<file path="config.mk">
export PLATFORM = sky130hd
export DESIGN_NAME = layer_sequencer
export DESIGN_NICKNAME = d
export VERILOG_FILES = /design/src/rtl/layer_seq_pkg.sv /design/src/rtl/layer_desc_table.sv /design/src/rtl/layer_sequencer.sv
export SDC_FILE = /design/constraint.sdc
export NUM_CORES = 1
export LEC_CHECK = 0
export ABC_AREA = 1
export BUFFER_PORTS_ARGS = -buffer_cell sky130_fd_sc_hd__buf_2
export CORE_ASPECT_RATIO = 0.8
export CORE_MARGIN = 3
export CORE_UTILIZATION = 35
export CTS_CLUSTER_SIZE = 24
export DETAILED_ROUTE_END_ITERATION = 10
export SYNTH_ARGS = -nofsm -noshare
export SYNTH_HDL_FRONTEND = slang
export SYNTH_SLANG_ARGS = --single-unit
</file>
<file path="constraint.sdc">
create_clock -name clk -period 3.41 [get_ports clk]
set_input_delay 0.682 -clock clk [delete_from_list [all_inputs] [get_ports clk]]
set_output_delay 0.682 -clock clk [all_outputs]
set_load 0.005 [all_outputs]
</file>
<file path="src/rtl/layer_seq_pkg.sv">
`default_nettype none
// ============================================================================
//  Module      : layer_seq_pkg
//  Description : Shared types, error codes and the op legality check for the
//                layer sequencer.
//  Revision    : 1.0 - initial release
// ============================================================================
package layer_seq_pkg;

    typedef enum logic [2:0] {
        OP_NONE  = 3'd0,
        OP_CONV  = 3'd1,
        OP_DENSE = 3'd2,
        OP_POOL  = 3'd3
    } comp_op_e;

    typedef enum logic [2:0] {
        S_IDLE  = 3'd0,
        S_CFG   = 3'd1,
        S_START = 3'd2,
        S_WAIT  = 3'd3,
        S_NEXT  = 3'd4,
        S_FIN   = 3'd5,
        S_ERR   = 3'd6
    } seq_state_e;

    localparam logic [1:0] C_ERR_NONE       = 2'd0;
    localparam logic [1:0] C_ERR_ILLEGAL_OP = 2'd1;
    localparam logic [1:0] C_ERR_WDOG       = 2'd2;

    // Only the three engine ops may be issued; everything else aborts the pass.
    function automatic logic op_legal(input logic [2:0] op);
        return (op == OP_CONV) || (op == OP_DENSE) || (op == OP_POOL);
    endfunction

endpackage
`default_nettype wire

</file>
<file path="src/rtl/layer_desc_table.sv">
`default_nettype none
// ============================================================================
//  Module      : layer_desc_table
//  Description : MAX_LAYERS x 3-bit descriptor register file, one write port
//                and one asynchronous read port (same-cycle read sees old data).
//  Revision    : 1.0 - initial release
// ============================================================================
module layer_desc_table #(
    parameter int MAX_LAYERS = 16,
    parameter int LW         = $clog2(MAX_LAYERS)
) (
    input  logic          clk,
    input  logic          we,
    input  logic [LW-1:0] waddr,
    input  logic [2:0]    wdata,
    input  logic [LW-1:0] raddr,
    output logic [2:0]    rdata
);

    localparam logic [LW:0] C_DEPTH = (LW+1)'(MAX_LAYERS);

    logic [2:0] r_mem [MAX_LAYERS];

    // Write port; indices beyond the table depth are dropped. No reset: contents are undefined until written.
    always_ff @(posedge clk) begin
        if (we && ({1'b0, waddr} < C_DEPTH)) begin
            r_mem[waddr] <= wdata;
        end
    end

    assign rdata = ({1'b0, raddr} < C_DEPTH) ? r_mem[raddr] : 3'b000;

endmodule
`default_nettype wire

</file>
<file path="src/rtl/layer_sequencer.sv">
`default_nettype none
// ============================================================================
//  Module      : layer_sequencer
//  Description : Walks the descriptor table once per go: config request,
//                start pulse, wait for done, advance. Optional WAIT watchdog
//                is enabled by defining LAYER_SEQ_WATCHDOG_EN.
//  Revision    : 1.0 - initial release
// ============================================================================
module layer_sequencer
    import layer_seq_pkg::*;
#(
    parameter int MAX_LAYERS = 16,
    parameter int WDOG_W     = 20,
    localparam int LW        = $clog2(MAX_LAYERS)
) (
    input  logic          clk,
    input  logic          rst,
    input  logic          desc_we,
    input  logic [LW-1:0] desc_waddr,
    input  logic [2:0]    desc_wdata,
    input  logic [LW:0]   num_layers,
    input  logic          go,
    input  logic          abort,
    output logic          cfg_req,
    output logic [LW-1:0] cfg_layer,
    input  logic          cfg_ack,
    output logic [2:0]    comp_sel,
    output logic          start_comp,
    input  logic          done,
    output logic          busy,
    output logic          pass_done,
    output logic          err,
    output logic [1:0]    err_code
);

    localparam logic [LW:0] C_MAX_NL = (LW+1)'(MAX_LAYERS);

    seq_state_e    r_state;
    seq_state_e    w_state_next;
    logic [LW-1:0] r_idx;
    logic [LW:0]   r_nl;
    comp_op_e      r_comp_sel;
    logic          r_err;
    logic [1:0]    r_err_code;
    logic          r_pass_done;

    logic [2:0]    w_op;
    logic [LW:0]   w_nl_clamped;
    logic          w_go_ok;
    logic          w_last;
    logic          w_cfg_done;
    logic          w_wdog_expire;

    layer_desc_table #(
        .MAX_LAYERS (MAX_LAYERS),
        .LW         (LW)
    ) u_desc (
        .clk   (clk),
        .we    (desc_we && !busy),
        .waddr (desc_waddr),
        .wdata (desc_wdata),
        .raddr (r_idx),
        .rdata (w_op)
    );

    assign w_nl_clamped = (num_layers > C_MAX_NL) ? C_MAX_NL : num_layers;
    assign w_go_ok      = go && !abort && ((r_state == S_IDLE) || (r_state == S_ERR));
    assign w_last       = (({1'b0, r_idx} + (LW+1)'(1)) == r_nl);
    assign w_cfg_done   = (r_state == S_CFG) && cfg_ack && !abort;

`ifdef LAYER_SEQ_WATCHDOG_EN
    logic [WDOG_W-1:0] r_wdog;
    logic [WDOG_W-1:0] w_wdog_inc;

    assign w_wdog_inc    = r_wdog + 1'b1;
    // Fires on the cycle the counter would reach all-ones with the engine still silent.
    assign w_wdog_expire = (r_state == S_WAIT) && !done && (&w_wdog_inc);

    // Watchdog counter: cleared in START so it starts from zero on WAIT entry.
    always_ff @(posedge clk or posedge rst) begin
        if (rst) begin
            r_wdog <= '0;
        end else if (r_state == S_START) begin
            r_wdog <= '0;
        end else if (r_state == S_WAIT) begin
            r_wdog <= w_wdog_inc;
        end
    end
`else
    assign w_wdog_expire = 1'b0;
    wire unused_wdog_w = (WDOG_W > 0);
`endif

    // Next-state logic; abort overrides every other same-cycle event.
    always_comb begin
        w_state_next = r_state;
        case (r_state)
            S_IDLE, S_ERR: if (go) w_state_next = (w_nl_clamped == '0) ? S_FIN : S_CFG;
            S_CFG:         if (cfg_ack) w_state_next = op_legal(w_op) ? S_START : S_ERR;
            S_START:       w_state_next = S_WAIT;
            S_WAIT: begin
                if (done)               w_state_next = w_last ? S_FIN : S_NEXT;
                else if (w_wdog_expire) w_state_next = S_ERR;
            end
            S_NEXT:        w_state_next = S_CFG;
            S_FIN:         w_state_next = S_IDLE;
            default:       w_state_next = S_IDLE;
        endcase
        if (abort) w_state_next = S_IDLE;
    end

    // State register.
    always_ff @(posedge clk or posedge rst) begin
        if (rst) r_state <= S_IDLE;
        else     r_state <= w_state_next;
    end

    // Pass bookkeeping: layer count latched on go, index advanced in NEXT.
    always_ff @(posedge clk or posedge rst) begin
        if (rst) begin
            r_idx <= '0;
            r_nl  <= '0;
        end else if (w_go_ok) begin
            r_idx <= '0;
            r_nl  <= w_nl_clamped;
        end else if ((r_state == S_NEXT) && !abort) begin
            r_idx <= r_idx + 1'b1;
        end
    end

    // Registered op select: loaded on CFG->START, cleared whenever WAIT is left or on abort.
    always_ff @(posedge clk or posedge rst) begin
        if (rst) begin
            r_comp_sel <= OP_NONE;
        end else if (abort) begin
            r_comp_sel <= OP_NONE;
        end else if (w_cfg_done && op_legal(w_op)) begin
            r_comp_sel <= comp_op_e'(w_op);
        end else if ((r_state == S_WAIT) && (w_state_next != S_WAIT)) begin
            r_comp_sel <= OP_NONE;
        end
    end

    // Sticky error flag and code; an accepted go starts clean.
    always_ff @(posedge clk or posedge rst) begin
        if (rst) begin
            r_err      <= 1'b0;
            r_err_code <= C_ERR_NONE;
        end else if (w_go_ok) begin
            r_err      <= 1'b0;
            r_err_code <= C_ERR_NONE;
        end else if (w_cfg_done && !op_legal(w_op)) begin
            r_err      <= 1'b1;
            r_err_code <= C_ERR_ILLEGAL_OP;
        end else if (w_wdog_expire && !abort) begin
            r_err      <= 1'b1;
            r_err_code <= C_ERR_WDOG;
        end
    end

    // Pass-complete pulse, registered off FIN so an abort in FIN suppresses it.
    always_ff @(posedge clk or posedge rst) begin
        if (rst) r_pass_done <= 1'b0;
        else     r_pass_done <= (r_state == S_FIN) && !abort;
    end

    assign cfg_req    = (r_state == S_CFG);
    assign cfg_layer  = r_idx;
    assign comp_sel   = r_comp_sel;
    assign start_comp = (r_state == S_START);
    assign busy       = (r_state != S_IDLE) && (r_state != S_ERR);
    assign pass_done  = r_pass_done;
    assign err        = r_err;
    assign err_code   = r_err_code;

endmodule
`default_nettype wire

</file>
[After elaboration in Yosys (flattened, before gate mapping)]
Memory sizes are Yosys's and may differ from the RTL's.
Cells that the tools add are included.
Storage, ports and cells
  bits in registers: 19
  memory bits (writable): 48
  input port bits: 19
  output and inout bits: 14
  memories kept: 1
Memory list
  u_desc.r_mem: depth 16, width 3, rd ports 1, clocked after Yosys merged registers in 0, write ports 1, RTL line layer_desc_table.sv:22  | logic [2:0] r_mem [MAX_LAYERS];
Cells by class
  add/subtract/negate cells: 2
  magnitude comparators: 1
  equality and inequality tests: 12
  muxes and demuxes: 20
  reduce and logical (&&, ||, !) cells: 24
Operators with widths (count)
  $mux W3: 9
  $pmux W3 S5: 1
  $eq A3 B2 Y1 const B: 4
  $logic_and A1 B1 Y1: 11
  $eq A3 B3 Y1 const B: 3
  $mux W4: 2
  $eq A3 B1 Y1 const B: 2
  $reduce_bool A3 Y1: 2
  $add A4 B1 Y5 const B: 1
  $eq A5 B5 Y1: 1
  $gt A5 B5 Y1 const B: 1
  $logic_not A5 Y1: 1
  $mux W1: 5
  $mux W5: 1
  $add A4 B1 Y4 const B: 1
  $mux W2: 2
  $reduce_bool A2 Y1: 2
  $logic_not A1 Y1: 3
  $logic_not A3 Y1: 1
  $logic_or A1 B1 Y1: 3
  $ne A3 B2 Y1 const B: 1
  $ne A3 B3 Y1 const B: 1
  $reduce_or A2 Y1: 1

[Longest topological paths before layout]
An unclocked memory read counts as a cell.
  word-level depth: 13
  mapped depth: 15

[Modules after synthesis]
Synthesis repeated with hierarchy kept, for this count alone.
Second synthesis, totals
  cell total of the unflattened synthesis: 351
  area, all modules: 3170.5 µm²
Modules (own cells, without submodules)
  layer_desc_table: instances 1, cells each 221, area an instance 2179.6 µm²
  layer_sequencer: instances 1, cells each 130, area an instance 991.0 µm²

[Least setup slack after synthesis]
Ideal clock, no wire load.
  path type: register to register
  start point: reg r_state[1]
  end point: mem u_desc.r_mem[10][0], enable pin
  library setup time: 0.319 ns
  arrival: 1.238 ns
  setup slack: 1.853 ns
  cell stages (with the launch flop): 8
  buffers on the path: 0
  cell sequence: dfrtp_1 > nor2_1 > nand2_1 > nand2_1 > inv_1 > nor2_1 > nand3_1 > nor2_1
Between the ends
  word-level cells in the longest chain between the ends: 6
  elaborated cells on any way between the ends: 7
  those cells by class: eq/ne (1); mux (2); reduce/logical (4)
RTL lines
  from (decl): RTL line layer_sequencer.sv:38  | seq_state_e r_state;
  from (signal assigned): RTL line layer_sequencer.sv:115  | else r_state <= w_state_next;
  $ne A3 B3 Y1 / $reduce_bool A3 Y1 (equally long branches): RTL line layer_sequencer.sv:171  | assign busy = (r_state != S_IDLE) && (r_state != S_ERR);
  $logic_and A1 B1 Y1 *: RTL line layer_sequencer.sv:171
  via busy: RTL line layer_sequencer.sv:30  | output logic busy,
  $logic_not A1 Y1 *: RTL line layer_sequencer.sv:59  | .we (desc_we && !busy),
  $logic_and A1 B1 Y1 *: RTL line layer_sequencer.sv:59
  $mux W1 *: RTL line layer_desc_table.sv:26  | if (we && ({1'b0, waddr} < C_DEPTH)) begin
  $mux W1 (implied by the code) *: RTL line layer_desc_table.sv:27  | r_mem[waddr] <= wdata;
  to (decl): RTL line layer_desc_table.sv:22
Mark *: on every way through the listed nets, which the timed path passes. The rest lies on a longest branch.

[Worst setup path after layout]
  start point: reg r_state[1]
  end point: mem u_desc.r_mem[15][1], enable pin
Between the ends
  word-level cells in the longest chain between the ends: 6
  elaborated cells on any way between the ends: 7
  those cells by class: eq/ne (1); mux (2); reduce/logical (4)
RTL lines (RTL line)
  $ne A3 B3 Y1 / $reduce_bool A3 Y1 (equally long branches): layer_sequencer.sv:171
  $logic_and A1 B1 Y1 *: layer_sequencer.sv:171
  $logic_not A1 Y1 *: layer_sequencer.sv:59
  $logic_and A1 B1 Y1 *: layer_sequencer.sv:59
  $mux W1 *: layer_desc_table.sv:26
  $mux W1 (implied by the code) *: layer_desc_table.sv:27
Every way passes the cells marked *; elsewhere a longest branch is shown, timed or not.

==> impl_metrics.tcl <==
set metrics [dict create \
    synthXorXnorAreaFrac_pct 0.2774 \
    switchingPower_mw 0.6112 \
    crit_path_top_delay_cell "dfrtp_1" \
    drive_gt1_share_pct 15.64 \
    vias_per_cell 4.647 \
    p_leak_nw 1.674 \
    gr-total-overflow 0 \
    start_util_pct 36.57 \
    synthCells 353 \
    grtUsageTotal_pct 13.56 \
    drt_iter0_markers 100 \
    maxUsedRoutingLayer "met4" \
    crit_buf_inv 1 \
    switching_share_pct 27.94 \
    cts_setup_buffers 0 \
    met2RoutedLength_um 2767 \
    endpoint_kind "flop" \
    met1_length_um 3295 \
    hold_path.class "primary input to async pin" \
    synth_top_family_by_area "simple AND/OR/NAND/NOR gates" \
    cts_sinks 65 \
    final_max_slew_viol_count 0 \
    postCtsHoldBufs 0 \
    maxSlewHeadroom_pct 55.19 \
    worst-setup-path-type "flop to flop" \
    grt_setup_unrepaired "false" \
    min_period_over_period_pct 61.32 \
    synth.area.top_cells "edfxtp_1 46%, dfrtp_1 13%, nand2_1 12%, inv_1 6.3%, nand3_1 5.4%" \
    routabilityCongestion 0.8048 \
    finalSetupTns_ns 0 \
    cp_top_family "simple AND/OR/NAND/NOR gates" \
    root_buffer "clkbuf_16" \
    wl_per_cell_um 12.98 \
    cp.arrival_ns 2.07 \
    fillCellCount 851 \
    crit_path_cell_trace "nor2_1 > nand2_1 > nand2_1 > inv_1 > nor2_1 > nand3_1 > nor2_1" \
    ys_warn_count 0 \
    multi_input_area_sq_um 985.9 \
    grt_pass1_vias 2244 \
    synth-simple-area-share_pct 25.64 \
    yosysTopAreaCellShare_pct 45.66 \
    seq_area_frac_synth_pct 59.14 \
    synth_compound_area_share_pct 4.796 \
    portBuffers 31 \
    path_clk_slew_ns 0.06 \
    fmax_ghz 0.4782 \
    worstMarginPinSlew_ns 0.6715 \
    async_flop_share_pct 26.15 \
    seq_power_share_pct 42.3 \
    core_region_area_sq_um 8633 \
    num_vias 2333 \
    syn-num-nets 373 \
    start_kind "flop" \
    synth-edff-count 48 \
    diodes 0 \
    rows 30 \
    status "finished clean" \
    crit_top_cell "nor2_1" \
    peakVddDrop_uv 270.1 \
    seqCellArea_sq_um 1867 \
    rr_worst_depth 7 \
    cts_tree "yes" \
    hold_viol_final 0 \
    regToRegSetupSlack_ns 1.32 \
    synth_common_cells "100 x nand2_1, 53 x inv_1, 48 x edfxtp_1, 39 x nor2_1, 34 x nand3_1" \
    synthToLayoutAreaGrowth_pct 16.65 \
    grt_pass1_wl_um 10850 \
    finalSetupViolations 0 \
    die_area_sq_um 10200 \
    timing.rr.start "r_state[1]" \
    intPower_mw 1.577 \
    die_w_um 112.2 \
    avgSynthCellArea_sq_um 8.943 \
    whs_ns 0.4486 \
    totalWireLength_um 6515 \
    pin_count 33 \
    max_stage_delay_ns 0.43 \
    hpwl_um 4681 \
    synth_top_area_cell "edfxtp_1" \
    yosysUniqueCellTypes 30 \
    yosysMostFrequentCell "nand2_1" \
    ys.flop_type "edfxtp_1" \
    synth.ff_latch_count 65 \
    crit_required_ns 3.39 \
    p_per_area_nw_per_um2 594.1 \
    grt_max_degree 27 \
    drv_cap 0 \
    reg2reg_to "u_desc.r_mem[15][1]" \
    power_frac_comb_pct 15.0 \
    worstPathMaxFanout 6 \
    period_needed_ns 2.091 \
    clk_path_buf_depth 2 \
    insertion_delay_ns 0.32 \
    die_h_um 90.95 \
    drcViolationCount 0 \
    route.met3.wl_um 368 \
    pwr-share-clk_pct 42.7 \
    drt_first_pass_iters 4 \
    htree_levels 3 \
    antenna_found_initial 0 \
    synthMuxAreaShare_pct 0 \
    design_area_sq_um 3682 \
    cts_resized 0 \
    fin_nets 405 \
    fin_worst_skew_ns 0.005290 \
    drtAntennaViolNets 0 \
    cts_buffers 9 \
    synth_fa_ha_area_share_pct 0.3964 \
    netlist_area_sq_um 3157 \
    dpl_cell_area_sq_um 3373 \
]
## metal layers
layer  global-route usage (%)  up-vias
met5                        0        -
met4                    4.705        0
met3                    3.797        8
li1                         -     1197
met2                    19.89       61
met1                    19.30     1067
## worst max path at each step
stage | endpoint | start | cells past startpoint
2_1_floorplan | u_desc.r_mem[10][0] | r_state[1] | 7
3_3_place_gp | u_desc.r_mem[14][0] | r_state[1] | 7
3_5_place_dp | u_desc.r_mem[14][0] | r_state[1] | 7
4_1_cts | u_desc.r_mem[15][1] | r_state[1] | 7
5_1_grt | comp_sel[1] | cfg_layer[0] | 13
6_report | u_desc.r_mem[15][1] | r_state[1] | 7
## state kept, by name, indices dropped and copies added (netlist names)
| name | cells |
|---|---|
| err_code | 1 |
| r_nl | 5 |
| comp_sel | 3 |
| pass_done | 1 |
| r_state | 3 |
| u_desc.r_mem | 48 |
| cfg_layer | 4 |
## cell usage in the layout, fill, tap and decap left out, types with 5 or more instances in the layout
master	n
o21ai_0	7
o21ai_1	7
clkbuf_16	9
a21oi_1	6
inv_1	53
edfxtp_1	48
nor2_1	39
nand3_1	34
nand2_1	100
inv_2	5
buf_2	31
dfrtp_1	17
## final cells by class
cell class,count,share of cell area [%]
clock buffers,9,6.116
inverters,58,5.912
clock inverters,7,2.277
repair buffers,32,4.417
multi-input cells,219,26.78
flip-flops and latches,65,50.70
well taps,112,3.806
## metrics by stage
stage | utilization (%) | power [mW] | worst slack, ns | std cells
CTS | 42.65 | 2.208 | 1.341 | 502
global route | 42.65 | 2.298 | 1.050 | 502
finish | 42.65 | 2.188 | 1.319 | 502
detailed placement | 39.07 | 1.266 | 1.370 | 486
floorplan | - | 1.184 | 1.853 | 353
global placement | 39.07 | 1.263 | 1.407 | 486
## power by group through the flow
stage | registers, mW | logic (mW) | clock network, mW
2_1_floorplan | 0.927 | 0.257 | 0
3_3_place_gp | 0.940 | 0.323 | 0
3_5_place_dp | 0.941 | 0.326 | 0
4_1_cts | 0.925 | 0.330 | 0.954
5_1_grt | 0.929 | 0.375 | 0.994
6_report | 0.925 | 0.328 | 0.935
## kinds of logic (layout without fill, tap and decap cells)
logic type / Yosys count / count (layout)
AND/OR/NAND/NOR: 190 / 190
XOR/XNOR: 1 / 1
buffers and inverters: 69 / 106
adder cells (fa/ha/maj): 1 / 1
AO/OA/AOI/OAI: 26 / 26
flip-flops: 65 / 65
other: 1 / 1
Power figures use the tool's default switching activity.
